==> config.mk <==
export PLATFORM = sky130hd
export DESIGN_NAME = reorder_buffer
export DESIGN_NICKNAME = d
export VERILOG_FILES = /design/src/rtl/reorder_buffer.sv
export SDC_FILE = /design/constraint.sdc
export NUM_CORES = 2
export LEC_CHECK = 0
export BUFFER_PORTS_ARGS = -buffer_cell sky130_fd_sc_hd__buf_2
export CELL_PAD_IN_SITES_DETAIL_PLACEMENT = 1
export CELL_PAD_IN_SITES_GLOBAL_PLACEMENT = 1
export CORE_ASPECT_RATIO = 1.2
export CORE_MARGIN = 2
export CORE_UTILIZATION = 25
export DETAILED_ROUTE_END_ITERATION = 10
export PLACE_DENSITY = 0.51
export SLEW_MARGIN = 20
export SYNTH_ARGS = -nofsm -noshare
export SYNTH_HDL_FRONTEND = slang
export SYNTH_SLANG_ARGS = --single-unit
==> constraint.sdc <==
create_clock -name clk -period 50 [get_ports clk]
set_input_delay 2.5 -clock clk [delete_from_list [all_inputs] [get_ports clk]]
set_output_delay 2.5 -clock clk [all_outputs]
set_load 0.005 [all_outputs]
==> src/rtl/reorder_buffer.sv <==
// rtl/reorder_buffer.sv - circular reorder buffer with in-order commit and mispredict flush
// Define ROB_COMMIT_BYPASS_EN to let a CDB result for the head entry commit in the same cycle.
module reorder_buffer #(
  parameter int ROB_SIZE_WIDTH = 3,
  parameter int XLEN           = 32,
  parameter int REG_CNT_WIDTH  = 5
) (
  input  logic                      clk,
  input  logic                      rst,
  input  logic                      rdy,
  input  logic                      dec_ready,
  input  logic                      dec_has_rd,
  input  logic [REG_CNT_WIDTH-1:0]  dec_rd,
  input  logic                      dec_is_branch,
  input  logic                      dec_pred_taken,
  input  logic [XLEN-1:0]           dec_alt_pc,
  input  logic                      cdb_valid,
  input  logic [ROB_SIZE_WIDTH-1:0] cdb_id,
  input  logic [XLEN-1:0]           cdb_val,
  input  logic                      cdb_taken,
  output logic                      rob_full,
  output logic [ROB_SIZE_WIDTH-1:0] rob_head_id,
  output logic [ROB_SIZE_WIDTH-1:0] rob_tail_id,
  output logic                      rob_rf_enable,
  output logic [REG_CNT_WIDTH-1:0]  rob_rf_rd,
  output logic [XLEN-1:0]           rob_rf_val,
  output logic                      flush,
  output logic [XLEN-1:0]           flush_pc
);

  localparam int ROB_SIZE = 1 << ROB_SIZE_WIDTH;
  localparam logic [ROB_SIZE_WIDTH:0]   FULL_COUNT = (ROB_SIZE_WIDTH+1)'(ROB_SIZE);
  localparam logic [ROB_SIZE_WIDTH:0]   COUNT_ONE  = (ROB_SIZE_WIDTH+1)'(1);
  localparam logic [ROB_SIZE_WIDTH-1:0] PTR_ONE    = ROB_SIZE_WIDTH'(1);

  logic [ROB_SIZE_WIDTH-1:0] head;
  logic [ROB_SIZE_WIDTH-1:0] tail;
  logic [ROB_SIZE_WIDTH:0]   count;

  logic [ROB_SIZE-1:0]      busy;
  logic [ROB_SIZE-1:0]      done;
  logic [ROB_SIZE-1:0]      has_rd;
  logic [ROB_SIZE-1:0]      is_branch;
  logic [ROB_SIZE-1:0]      pred_taken;
  logic [ROB_SIZE-1:0]      taken;
  logic [REG_CNT_WIDTH-1:0] rd     [ROB_SIZE];
  logic [XLEN-1:0]          val    [ROB_SIZE];
  logic [XLEN-1:0]          alt_pc [ROB_SIZE];

  logic                     issue_fire;
  logic                     cdb_fire;
  logic                     head_ready;
  logic [XLEN-1:0]          head_val;
  logic                     head_taken;
  logic                     commit_fire;
  logic                     mispredict;
  logic [ROB_SIZE_WIDTH:0]  count_next;

  assign rob_full    = (count == FULL_COUNT);
  assign rob_head_id = head;
  assign rob_tail_id = tail;

  // A pending flush blocks issue, completion and commit for its one cycle.
  assign issue_fire = rdy && dec_ready && !rob_full && !flush;
  assign cdb_fire   = rdy && !flush && cdb_valid && busy[cdb_id];

`ifdef ROB_COMMIT_BYPASS_EN
  logic cdb_hits_head;
  assign cdb_hits_head = cdb_fire && (cdb_id == head);
  assign head_ready    = busy[head] && (done[head] || cdb_hits_head);
  assign head_val      = cdb_hits_head ? cdb_val   : val[head];
  assign head_taken    = cdb_hits_head ? cdb_taken : taken[head];
`else
  assign head_ready    = busy[head] && done[head];
  assign head_val      = val[head];
  assign head_taken    = taken[head];
`endif

  assign commit_fire = rdy && !flush && head_ready;
  assign mispredict  = commit_fire && is_branch[head] && (head_taken != pred_taken[head]);

  always_comb begin
    count_next = count;
    case ({issue_fire, commit_fire})
      2'b10:   count_next = count + COUNT_ONE;
      2'b01:   count_next = count - COUNT_ONE;
      default: count_next = count;
    endcase
  end

  always_ff @(posedge clk or posedge rst) begin
    if (rst) begin
      head          <= '0;
      tail          <= '0;
      count         <= '0;
      busy          <= '0;
      done          <= '0;
      has_rd        <= '0;
      is_branch     <= '0;
      pred_taken    <= '0;
      taken         <= '0;
      rob_rf_enable <= 1'b0;
      rob_rf_rd     <= '0;
      rob_rf_val    <= '0;
      flush         <= 1'b0;
      flush_pc      <= '0;
      for (int i = 0; i < ROB_SIZE; i++) begin
        rd[i]     <= '0;
        val[i]    <= '0;
        alt_pc[i] <= '0;
      end
    end else if (rdy) begin
      rob_rf_enable <= 1'b0;
      flush         <= 1'b0;
      if (flush) begin
        busy  <= '0;
        done  <= '0;
        head  <= '0;
        tail  <= '0;
        count <= '0;
      end else begin
        if (issue_fire) begin
          busy[tail]       <= 1'b1;
          done[tail]       <= 1'b0;
          has_rd[tail]     <= dec_has_rd;
          rd[tail]         <= dec_rd;
          is_branch[tail]  <= dec_is_branch;
          pred_taken[tail] <= dec_pred_taken;
          alt_pc[tail]     <= dec_alt_pc;
          tail             <= tail + PTR_ONE;
        end
        if (cdb_fire) begin
          done[cdb_id]  <= 1'b1;
          val[cdb_id]   <= cdb_val;
          taken[cdb_id] <= cdb_taken;
        end
        // Issue never targets the head slot here: that would require a full buffer.
        if (commit_fire) begin
          busy[head]    <= 1'b0;
          head          <= head + PTR_ONE;
          rob_rf_enable <= has_rd[head];
          if (has_rd[head]) begin
            rob_rf_rd  <= rd[head];
            rob_rf_val <= head_val;
          end
          if (mispredict) begin
            flush    <= 1'b1;
            flush_pc <= alt_pc[head];
          end
        end
        count <= count_next;
      end
    end
  end

endmodule

# Word level (Yosys, flattened, before mapping)
# Index checks and enable logic that the tools add are counted.
# op_classes
n_eq_ne	4
n_reduce_logical	27
mux	63
bitwise	10
add_sub_neg	4
magnitude_cmp	11
# ops
operator	n
$bwmux W256	2
$bmux W32 S3	2
$demux W32 S3	2
$mux W32	6
$mux W8	10
$bwmux W40	1
$bwmux W8	4
$bmux W1 S3	7
$and A8 B8 Y8	2
$not A8 Y8	2
$or A8 B8 Y8	2
$bmux W5 S3	1
$demux W5 S3	1
$logic_and A1 B1 Y1	15
$mux W1	15
$mux W5	3
$ge A4 B4 Y1 const B	3
$lt A3 B4 Y1 const B	3
$mux W3	4
$not A3 Y4	3
$demux W1 S3	3
$ge A3 B1 Y1 const B	3
$lt A4 B1 Y1 const B	2
$pmux W4 S2	1
other kinds (15)	22
# word_totals
reg_bits	681
inputBits	81
elab_cells	157
output_inout_bits	78

# Depth between registers and ports, before layout
# depth
word_depth	12
mapped_depth	12
mapped_depth_nobuf	10

# Worst setup path after synthesis
# Ideal clock, no wire load.
# synth_path
path_kind	in2reg
startpoint	input port dec_ready
endpoint	register count[3]
n_path_buf	2
t_arrival_ns	4.199
setup_time_ns	0.090
stages	9
required_time_ns	49.910
slack_ns	45.711
path_cell_list	clkbuf_1 -> nor2b_1 -> clkbuf_1 -> nor2_1 -> ha_1 -> a31o_2 -> a21o_1 -> a21o_1 -> o221ai_1
# synth_via
elab_chain_cells	6
# synth_lines
element	line_no	source
start: declaration	11	input logic dec_ready,
$logic_and A1 B1 Y1 (*) (3 in a row)	64	assign issue_fire = rdy && dec_ready && !rob_full && !flush;
$eq A2 B1 Y1 / $eq A2 B2 Y1 (equally long branches)	84	case ({issue_fire, commit_fire})
$pmux W4 S2 / $reduce_bool A3 Y1 (equally long branches)	n/a	
$mux W4 / $reduce_and A2 Y1 (equally long branches)	n/a	
end signal: assignment	151	count <= count_next;
end: declaration	38	logic [ROB_SIZE_WIDTH:0] count;
# Mark *: on every way between the ends. The rest lies on a longest branch, timed or not.
# A chain may end at the register's enable or synchronous reset.

==> impl_results.md <==
* CP Launch Type: input port
* Most frequent cells in the layout: 678 x dfrtp_1, 541 x mux2_2, 158 x buf_2, 148 x mux4_2, 125 x nand2_1
* Final Cycle Share at 0.107
* Antenna-violating nets left at 0
* Mapped Avg Cell Area at 15.5 µm²
* Vias per inst at 4.73
* Post_cts resized at 0
* CTS max path bufs at 3
* Gpl congestion at 0.709
* Multi-input gate area at ~13000 µm²
* Vias in the first global route at about 20000
* DR iter-0 viols at about 600
* CTS clk-pin slew, worst paths at about 0.050 ns
* Post-Syn Nets at 2040
* Crit Path Max Fanout at between 100 and 150
* # setup viols final at 0
* Yosys cell types at 55
* Num ports at between 150 and 200
* Final Hold Violating Endpoints at 0
* Setup crit end kind: async pin
* Worst Max-Slew Pin Slew at between 1 and 1.5 ns
* # nets final at 2169
* Core Footprint at ~120000 µm²
* Fillers at 12600
* Max H-tree Level at 3
* Skew final at 0.0337 ns
* Synth Instances at 1955
* Max-slew violations at 0
* Critical R2R Launch: rob_head_id[0]
* Data arrival time of the worst path at 5.95 ns
* Residual DRC at 0
* Number of synthesized register bits at around 680
* Global-route usage over all layers at 0.140
* Hold WC Path Type: flip-flop to flip-flop
* Most common cell after layout, fill and taps aside: dfrtp_1
* Critical Path RT at just over 50 ns
* Finished Core Util at 0.296
* TNS Setup at 0 ns
* Post-synth EDFFs at 0
* Die height at 385 µm
* Storage cell area at about 17000 µm²
* Total power at 2.15 mW
* Synth-to-layout area growth at 17.2%
* Post-synthesis async set-or-reset flop share at 1.00
* Largest net degree at the start of global routing at roughly 180
* Pre-Repair DR Iteration Count at 4
* Hold Slack at 0.473 ns
* Leading area contributor after synthesis: dfrtp_1
* Crit Path Class: input port to async pin
* Power per Cell Area at around 61 nW/µm²
* Final Non-Filler Cells at 3700
* Setup Fix Bufs, Post-CTS at 0
* Initial antenna violation count at 24
* Mapped cell area at between 30000 and 40000 µm²
* CTS tree: built
* Placed cell count at 3548
* Min Tclk post-route at around 5.3 ns
* Worst rel slew slack at 0.318
* Hold_buf cts at 0
* WL final at 85900 µm
* Post-DP HPWL at ~50000 µm
* Hold_sp: rob_rf_val[1]
* Maximum VDD drop at 0.0259 mV
* Layout cell share with drive strength beyond 1 at 0.497
* Starting Density at 0.252
* Seq/Total Area, Yosys at 0.563
* Row count at between 100 and 150
* Avg WL per Cell at 23.2 µm
* Most common flop cell mapped by yosys: dfrtp_1
* Clk_lat worst skew at 0.65 ns
* Share of the synthesized area in the top cell type at 0.563
* RSZ-0062 raised after global routing: false
* Vias after detailed routing at 17500
* Sink Count at 681
* Ys Warns at 0
* Run status: finished clean
* Ranking of synthesized cells by area: dfrtp_1 56%, mux2_2 20%, mux4_2 11%, nand2_1 1.6%, mux2i_1 1.5%
* F_max at 0.187 GHz
* Num CTS Buffers at 84
* Max-Cap Viols at 0
* GRT overflow at 0
* LEAKAGE at roughly 16 nW
* First-pass GRT wire length at 131000 µm
* Clock Tree Root: clkbuf_16
* DIE AREA at 124000 µm²
* CP startpoint: rst
* Die Wd at 322 µm
* Number of port buffers at 158
-- registers in the layout, summed over array words and instances, names as in the netlist --
name and count:
alt_pc 256, val 256, rd 40, flush_pc 32, rob_rf_val 32, busy 8
done 8, has_rd 8, is_branch 8, pred_taken 8, taken 8, rob_rf_rd 5
count 4, rob_head_id 3, rob_tail_id 3, flush 1, rob_rf_enable 1
-- cells in the mapped netlist (12+ instances only) --
master / count
mux4_2: 148
dfrtp_1: 681
nor2_1: 12
buf_2: 66
nand2_1: 128
o21ai_0: 46
a41oi_1: 32
clkbuf_1: 38
mux2_2: 541
mux2_1: 18
a21oi_1: 40
mux2_4: 29
mux2i_1: 45
inv_1: 15
buf_6: 12
buf_4: 19
-- final cells by class --
cell class / count / area share
clock buffers: 116 / 0.0671
diodes: 3 / 0.000211
flip-flops and latches: 681 / 0.480
repair buffers: 180 / 0.0280
inverters: 16 / 0.00197
multi-input cells: 1121 / 0.353
well taps: 1551 / 0.0547
clock inverters: 32 / 0.0144
-- kinds of logic after synthesis --
family | synth area share
adders and majority gates | 0.00165
DFF | 0.563
AOI/OAI and AO/OA | 0.0338
and+or+nand+nor | 0.0268
buffers and inverters | 0.0270
xor gates and xnor gates | 0.00116
muxes | 0.347
-- metal layers --
layer	track usage	vias up	share of wire
met2	0.248	286	0.51
met5	0	-	0.0021
met1	0.171	9535	0.42
li1	-	7526	-
met4	0.0361	28	0.021
met3	0.0331	143	0.044
-- through the flow --
step | area, µm² | worst slack [ns]
after floorplan | 30300 | 28.41
after global placement | 32600 | 43.97
after CTS | 35500 | 44.45
after global routing | 35500 | 44.08
final | 35500 | 44.66
after detailed placement | 32600 | 43.75
-- power breakdown --
part	total, mW	internal, mW	switching, mW	leakage [nW]
sequential	0.905	0.775	0.130	8.80
clock	0.637	0.394	0.243	1.41
combinational	0.610	0.345	0.264	5.86
total	2.15	1.51	0.637	16.1
-- critical path, cell delays in order --
cell and delay, ns:
buf_2 0.14, inv_8 0.58, buf_4 0.79, buf_4 0.81
buf_4 0.88
-- final timing paths --
kind	slack, ns	depth (start not counted)	to
max reg2reg	45.32	7	rob_rf_val[12]
min	0.47	2	rob_rf_val[1]
min reg2reg	0.47	2	rob_rf_val[1]
min in group asynchronous	2.06	2	rob_rf_val[0]
max	44.66	5	val[23]
max in group clk	44.73	6	alt_pc[27]
No activity file was read; power rests on OpenSTA's default activity.
